<file path="config.mk">
export PLATFORM = sky130hd
export DESIGN_NAME = ctrl_decode_stage
export DESIGN_NICKNAME = d
export VERILOG_FILES = /design/src/rtl/ctrl_decode_stage.sv
export SDC_FILE = /design/constraint.sdc
export NUM_CORES = 1
export LEC_CHECK = 0
export CAP_MARGIN = 20
export CORE_MARGIN = 3
export CORE_UTILIZATION = 41
export CTS_CLUSTER_DIAMETER = 30
export CTS_CLUSTER_SIZE = 14
export DETAILED_ROUTE_END_ITERATION = 7
export GPL_TIMING_DRIVEN = 0
export PLACE_DENSITY = 0.74
export SLEW_MARGIN = 25
export SYNTH_ARGS = -nofsm -noshare
export SYNTH_HDL_FRONTEND = slang
export SYNTH_SLANG_ARGS = --single-unit
</file>
<file path="constraint.sdc">
create_clock -name i_clk -period 2.2 [get_ports i_clk]
set_clock_uncertainty 0.05 [all_clocks]
set_input_delay 0.44 -clock i_clk [delete_from_list [all_inputs] [get_ports i_clk]]
set_output_delay 0.44 -clock i_clk [all_outputs]
set_load 0.01 [all_outputs]
</file>
<file path="src/rtl/ctrl_decode_stage.sv">
// ID/EX control decoder: turns opcode/funct3/funct7 into a registered control word
// with a valid/ready handshake, stall/flush, and an MDU occupancy FSM for RV32M.
//
// state | meaning
// IDLE  | accepting; output register loads a decoded word or a bubble
// BUSY  | multiply/divide in flight; count_q holds the remaining cycles, no accept
module ctrl_decode_stage #(
    parameter bit          ENABLE_M    = 1'b0,
    parameter int unsigned MDU_LATENCY = 32,
    parameter int unsigned ALU_CTRL_W  = 5
) (
    input  logic                  i_clk,
    input  logic                  i_rst,
    input  logic                  i_valid,
    output logic                  o_ready,
    input  logic [6:0]            i_opcode,
    input  logic [2:0]            i_funct3,
    input  logic [6:0]            i_funct7,
    input  logic                  i_stall,
    input  logic                  i_flush,
    output logic                  o_valid,
    output logic                  o_alu_op_src_ctrl,
    output logic                  o_branch,
    output logic                  o_jump,
    output logic                  o_rf_we_ctrl,
    output logic                  o_mem_we,
    output logic                  o_mem_re,
    output logic                  o_bu_jb_ctrl,
    output logic [2:0]            o_sx_imm_src_ctrl,
    output logic [2:0]            o_rf_wb_src_ctrl,
    output logic [ALU_CTRL_W-1:0] o_alu_ctrl,
    output logic                  o_illegal,
    output logic                  o_mdu_start,
    output logic                  o_mdu_busy
);
    typedef enum logic {IDLE, BUSY} state_t;

    typedef struct packed {
        logic                  valid;
        logic                  illegal;
        logic                  alu_op_src;
        logic                  branch;
        logic                  jump;
        logic                  rf_we;
        logic                  mem_we;
        logic                  mem_re;
        logic                  bu_jb;
        logic                  mdu_start;
        logic [2:0]            imm;
        logic [2:0]            wb;
        logic [ALU_CTRL_W-1:0] alu;
    } ctrl_t;

    localparam logic [6:0] OPC_LOAD   = 7'b0000011;
    localparam logic [6:0] OPC_STORE  = 7'b0100011;
    localparam logic [6:0] OPC_BRANCH = 7'b1100011;
    localparam logic [6:0] OPC_JAL    = 7'b1101111;
    localparam logic [6:0] OPC_JALR   = 7'b1100111;
    localparam logic [6:0] OPC_LUI    = 7'b0110111;
    localparam logic [6:0] OPC_AUIPC  = 7'b0010111;
    localparam logic [6:0] OPC_OP     = 7'b0110011;
    localparam logic [6:0] OPC_OP_IMM = 7'b0010011;

    localparam logic [6:0] F7_BASE   = 7'b0000000;
    localparam logic [6:0] F7_ALT    = 7'b0100000;
    localparam logic [6:0] F7_MULDIV = 7'b0000001;

    localparam logic [ALU_CTRL_W-1:0] ALU_ADD  = ALU_CTRL_W'(0);
    localparam logic [ALU_CTRL_W-1:0] ALU_SUB  = ALU_CTRL_W'(1);
    localparam logic [ALU_CTRL_W-1:0] ALU_SLTU = ALU_CTRL_W'(2);
    localparam logic [ALU_CTRL_W-1:0] ALU_SLT  = ALU_CTRL_W'(3);
    localparam logic [ALU_CTRL_W-1:0] ALU_XOR  = ALU_CTRL_W'(4);
    localparam logic [ALU_CTRL_W-1:0] ALU_OR   = ALU_CTRL_W'(5);
    localparam logic [ALU_CTRL_W-1:0] ALU_AND  = ALU_CTRL_W'(6);
    localparam logic [ALU_CTRL_W-1:0] ALU_SLL  = ALU_CTRL_W'(7);
    localparam logic [ALU_CTRL_W-1:0] ALU_SRL  = ALU_CTRL_W'(8);
    localparam logic [ALU_CTRL_W-1:0] ALU_SRA  = ALU_CTRL_W'(9);
    localparam logic [ALU_CTRL_W-1:0] ALU_MUL  = ALU_CTRL_W'(10);

    localparam logic [2:0] IMM_I = 3'b000, IMM_S = 3'b001, IMM_B = 3'b010;
    localparam logic [2:0] IMM_J = 3'b011, IMM_U = 3'b100;
    localparam logic [2:0] WB_MEM = 3'b001, WB_PC4 = 3'b010;
    localparam logic [2:0] WB_IMM = 3'b011, WB_PCIMM = 3'b100;

    localparam logic [7:0] CNT_LOAD = 8'(MDU_LATENCY - 1);

    state_t     state_q;
    logic [7:0] count_q;
    ctrl_t      word_d, word_q;
    logic       illegal;
    logic       accept;

    // alt selects SUB/SRA; callers only raise it where funct7[5] is meaningful
    function automatic logic [ALU_CTRL_W-1:0] base_alu(input logic [2:0] f3, input logic alt);
        case (f3)
            3'b000:  return alt ? ALU_SUB : ALU_ADD;
            3'b001:  return ALU_SLL;
            3'b010:  return ALU_SLT;
            3'b011:  return ALU_SLTU;
            3'b100:  return ALU_XOR;
            3'b101:  return alt ? ALU_SRA : ALU_SRL;
            3'b110:  return ALU_OR;
            default: return ALU_AND;
        endcase
    endfunction

    always_comb begin
        word_d       = '0;
        illegal      = 1'b0;
        word_d.valid = 1'b1;
        case (i_opcode)
            OPC_OP: begin
                word_d.rf_we = 1'b1;
                if (i_funct7 == F7_MULDIV) begin
                    if (ENABLE_M) begin
                        word_d.alu       = ALU_MUL + ALU_CTRL_W'(i_funct3);
                        word_d.mdu_start = 1'b1;
                    end else begin
                        illegal = 1'b1;
                    end
                end else if (i_funct7 == F7_BASE || i_funct7 == F7_ALT) begin
                    word_d.alu = base_alu(i_funct3, i_funct7[5]);
                end else begin
                    illegal = 1'b1;
                end
            end
            OPC_OP_IMM: begin
                word_d.rf_we      = 1'b1;
                word_d.alu_op_src = 1'b1;
                word_d.alu        = base_alu(i_funct3, i_funct7[5] && (i_funct3 == 3'b101));
                if (i_funct3 == 3'b001)
                    illegal = (i_funct7 != F7_BASE);
                else if (i_funct3 == 3'b101)
                    illegal = (i_funct7 != F7_BASE) && (i_funct7 != F7_ALT);
            end
            OPC_LOAD: begin
                word_d.mem_re     = 1'b1;
                word_d.rf_we      = 1'b1;
                word_d.wb         = WB_MEM;
                word_d.imm        = IMM_I;
                word_d.alu_op_src = 1'b1;
            end
            OPC_STORE: begin
                word_d.mem_we     = 1'b1;
                word_d.imm        = IMM_S;
                word_d.alu_op_src = 1'b1;
            end
            OPC_BRANCH: begin
                word_d.alu    = ALU_SUB;
                word_d.branch = 1'b1;
                word_d.bu_jb  = 1'b1;
                word_d.imm    = IMM_B;
            end
            OPC_JAL: begin
                word_d.jump   = 1'b1;
                word_d.branch = 1'b1;
                word_d.rf_we  = 1'b1;
                word_d.wb     = WB_PC4;
                word_d.imm    = IMM_J;
                word_d.bu_jb  = 1'b1;
            end
            OPC_JALR: begin
                word_d.jump       = 1'b1;
                word_d.branch     = 1'b1;
                word_d.rf_we      = 1'b1;
                word_d.wb         = WB_PC4;
                word_d.imm        = IMM_I;
                word_d.alu_op_src = 1'b1;
            end
            OPC_LUI: begin
                word_d.rf_we = 1'b1;
                word_d.wb    = WB_IMM;
                word_d.imm   = IMM_U;
            end
            OPC_AUIPC: begin
                word_d.rf_we = 1'b1;
                word_d.wb    = WB_PCIMM;
                word_d.imm   = IMM_U;
            end
            default: illegal = 1'b1;
        endcase
        // an illegal word is live but carries no side effects
        if (illegal) begin
            word_d         = '0;
            word_d.valid   = 1'b1;
            word_d.illegal = 1'b1;
        end
    end

    assign o_ready = !i_rst && !i_stall && (state_q == IDLE);
    assign accept  = i_valid && o_ready && !i_flush;

    always_ff @(posedge i_clk) begin
        if (i_rst) begin
            state_q <= IDLE;
            count_q <= '0;
            word_q  <= '0;
        end else begin
            if (i_flush)
                word_q <= '0;
            else if (!i_stall)
                word_q <= accept ? word_d : '0;

            case (state_q)
                IDLE: begin
                    if (accept && word_d.mdu_start) begin
                        state_q <= BUSY;
                        count_q <= CNT_LOAD;
                    end
                end
                BUSY: begin
                    if (i_flush) begin
                        state_q <= IDLE;
                        count_q <= '0;
                    end else begin
                        count_q <= count_q - 8'd1;
                        if (count_q == 8'd1)
                            state_q <= IDLE;
                    end
                end
                default: state_q <= IDLE;
            endcase
        end
    end

    assign o_valid           = word_q.valid;
    assign o_illegal         = word_q.illegal;
    assign o_alu_op_src_ctrl = word_q.alu_op_src;
    assign o_branch          = word_q.branch;
    assign o_jump            = word_q.jump;
    assign o_rf_we_ctrl      = word_q.rf_we;
    assign o_mem_we          = word_q.mem_we;
    assign o_mem_re          = word_q.mem_re;
    assign o_bu_jb_ctrl      = word_q.bu_jb;
    assign o_mdu_start       = word_q.mdu_start;
    assign o_sx_imm_src_ctrl = word_q.imm;
    assign o_rf_wb_src_ctrl  = word_q.wb;
    assign o_alu_ctrl        = word_q.alu;
    assign o_mdu_busy        = (state_q == BUSY);

endmodule

</file>
==> results by group <==
Synth
  • Top FF cell, synth: dfxtp_1
  • Dominant combinational cell family by area after synthesis: simple AND/OR/NAND/NOR gates
  • EDFF count, synth: 0
  • Top post-synthesis cells by count: 29 x nand2_1, 28 x dfxtp_1, 21 x nor2_1
  • Basic-gate share of the synthesized area counting and, or, nand and nor cells: 29.5%
  • Multiplexer area fraction after synthesis: 2.10%
  • Post-synthesis cell count: 176
  • Post-synthesis register bit count: 28
  • Largest cells by area after synthesis: dfxtp_1 39%, nand2_1 7.6%, nor2_1 5.5%
  • Most instantiated library cell after synthesis: nand2_1
  • Number of different library cells in the post-synthesis netlist: 45
  • Synthesized-area fraction occupied by ao, oa, aoi and oai cells: 16.2%
  • Post-Synth XOR/XNOR Area: 4.89%
  • Cell accounting for the most synthesized area: dfxtp_1
  • Share of synthesized area occupied by flip-flops and latches: 39.1%
  • Count of synthesis-stage warnings from yosys: 0
  • Fraction of the mapped netlist area in adder cells: 2.45%
  • Synthesized cell area: 0.00143 mm²
  • Share of the synthesized area in the top cell type: 39.1%
  • Async SR Flop Fraction: 0%
  • Post-synthesis average cell area: 8.14 µm²

STA
  • Unrepaired setup endpoints after global routing: false
  • Upper clock frequency limit: 466 MHz
  • Final-report setup violation count: 0
  • Time the final worst path needs with I/O delays and setup: 2.15 ns
  • Least-Margin Pin Slew: 0.630 ns
  • Worst-case hold slack: 0.406 ns
  • Number of hold-slack violations in the final timing report: 0
  • Pins Over Slew Limit: 0
  • Least setup slack across all paths after layout: 0.0543 ns
  • Final critical-path share of the clock period: 97.5%
  • Worst slew slack as a fraction of its limit: 57.4%

Worst setup path
  • Crit path launch type: input pin
  • Worst Path Arrival: 1.66 ns
  • Crit. End Element: output port
  • Critical path class: in2out
  • Family with the most delay on the worst path: buffers and inverters
  • Required time worst endpoint: 1.71 ns
  • Highest net fanout along the worst path: 4
  • Chain of cells forming the critical path: clkdlybuf4s50_1, nor3_2, clkdlybuf4s50_1
  • Count of buffering cells on the critical path with inverters included: 2
  • Maximum single-stage delay on the critical path: 0.56 ns
  • Standard cell with the maximum stage delay on the critical path: clkdlybuf4s50_1
  • Library cell appearing most often on the critical path: clkdlybuf4s50_1

Drt
  • Detailed Routing Iterations Pass 1: 4
  • Number of vias after detailed routing: 1420
  • Antenna viol nets, final: 0
  • 1st-iter DRT viols: 46
  • DR WL/cell: 13.7 µm
  • Drt total wl: 3.75 mm
  • Post-detailed-route via-to-cell ratio: 5.20
  • Residual DRC count: 0

Floorplan
  • Count of pins on the block boundary: 45
  • Die outline area: 0.00424 mm²
  • Die H: 65.1 µm
  • Initial core utilization: 44.7%
  • Total number of placement rows: 20
  • Floorplan core area: 0.00320 mm²
  • Die X-Extent: 65.1 µm

Global route
  • Pin count of the biggest net entering global routing: 17
  • Number of global-route vias before repair: 1394
  • Total overflow reported by the global router: 0
  • Antenna violations before repair: 0
  • GRT Overall Usage: 18.0%
  • Wire length of the first global-routing pass: 6.09 mm

Pwr
  • Power density normalized to cell area: 470 mW/mm²
  • Max rail drop VDD: 0.000253 V
  • Power after layout: 1.00 mW
  • Leak pwr: 0.821 nW

Clock network
  • Clock tree root buffer cell: clkbuf_4
  • TritonCTS buffer count: 3
  • Depth of the CTS H-tree: 1
  • Clock transition at the registers of the reported paths: 0.17 ns
  • CTS tree: built
  • Clock insertion delay at the later pin of the skew report: 0.33 ns
  • Sink count of the clock tree: 28
  • CTS max path bufs: 2

Final layout
  • Layout overhead on the synthesized area: 48.7%
  • Nets: 254
  • Share of the core filled with cells in the final layout: 66.5%
  • Share of cells above drive strength 1: 14.8%
  • Antenna diode instance count: 0

Run status
  • Run status: completed

Placed design
  • Half-perimeter wire length of the detailed placement result: 2.67 mm
  • Number of buffers inserted by port buffering: 41
  • Routability congestion estimate from global placement: 0.860
  • Worst slack after detailed placement: -0.549 ns

Worst hold path
  • Worst hold path type: in2reg

Flow run
  • Total of max-cap violations: 0
[per-layer routing]
metal	vias to the layer above	routed length, µm	GRT usage (%)	share of wire, %
li1	714	-	-	-
met1	661	1660	22.8	44
met2	38	1880	30.9	50
met3	7	141	2.05	3.8
met4	0	63	7.77	1.7
met5	-	0	0	0
[final cells by class]
| class | instances | area, µm² |
|---|---|---|
| fill | 279 | 1070 |
| multi-input combinational | 133 | 871 |
| sequential | 28 | 561 |
| timing repair buffer | 48 | 494 |
| buffer | 11 | 78.8 |
| tap | 44 | 55.1 |
| clock inverter | 1 | 30.0 |
| clock buffer | 3 | 22.5 |
| inverter | 5 | 18.8 |
[repair_timing]
item,4_1_cts,5_1_grt
hold buffers,0,0
gates resized for setup,17,17
setup endpoints to repair,14,17
setup buffers,5,1
pin swaps,8,6
cloned,1,0
endpoints found under the hold margin,0,0
[path summary, 6_finish.rpt]
check / endpoint / depth (start not counted) / slack (ns) / startpoint
max: o_ready / 3 / 0.05 / i_stall
min: o_alu_op_src_ctrl / 2 / 0.41 / i_opcode[3]
max reg2reg: o_alu_ctrl[0] / 6 / 0.35 / o_mdu_busy
min reg2reg: o_sx_imm_src_ctrl[0] / 2 / 0.41 / o_sx_imm_src_ctrl[0]
[cells in the final DEF, fill, tap and decap left out, drive strengths merged, types with 2 or more instances in the layout]
cell type      instances
xor2                   4
nand3                  4
buf                   13
a211oi                 2
o31ai                  5
mux2i                  3
dfxtp                 28
nand2                 29
nor3                   7
a21o                   2
inv                    5
xnor2                  4
nor2b                  2
conb                   2
dlymetal6s2s           5
dlygate4sd2            4
clkdlybuf4s50         32
nor4b                  2
nor2                  21
ha                     2
nor4bb                 2
nand2b                 3
or4                    2
or3                    3
nor4                   2
a21oi                  2
clkbuf                 8
o21ai                 16
and3                   2
[report_power, final]
group	switching [mW]	internal (mW)	leakage (nW)	total, mW
Combinational	0.0711	0.0706	0.568	0.142
Clock	0.165	0.184	0.0279	0.349
Sequential	0.000661	0.509	0.226	0.509
Total	0.237	0.764	0.821	1.00
[cell families after synthesis]
group                    count (synthesis)
adder cells (fa/ha/maj)                  3
flip-flops                              28
multiplexers                             3
XOR/XNOR                                 8
other                                    1
AO/OA/AOI/OAI                           34
buffers and inverters                   16
AND/OR/NAND/NOR                         83
[through the flow]
step	std cells	TNS (ns)	cell area, µm²
after floorplan	177	0	1440
after global placement	262	-7.05	1900
after detailed placement	262	-7.46	1900
after CTS	272	0	2070
after global routing	273	0	2130
final	273	0	2130
[registers in the layout (all words and copies together), names as in the netlist]
name,flops
count_q,8
o_alu_ctrl,4
o_rf_wb_src_ctrl,3
o_sx_imm_src_ctrl,3
o_alu_op_src_ctrl,1
o_branch,1
o_bu_jb_ctrl,1
o_illegal,1
o_jump,1
o_mdu_busy,1
o_mem_re,1
o_mem_we,1
o_rf_we_ctrl,1
o_valid,1
Power figures use the tool's default switching activity.
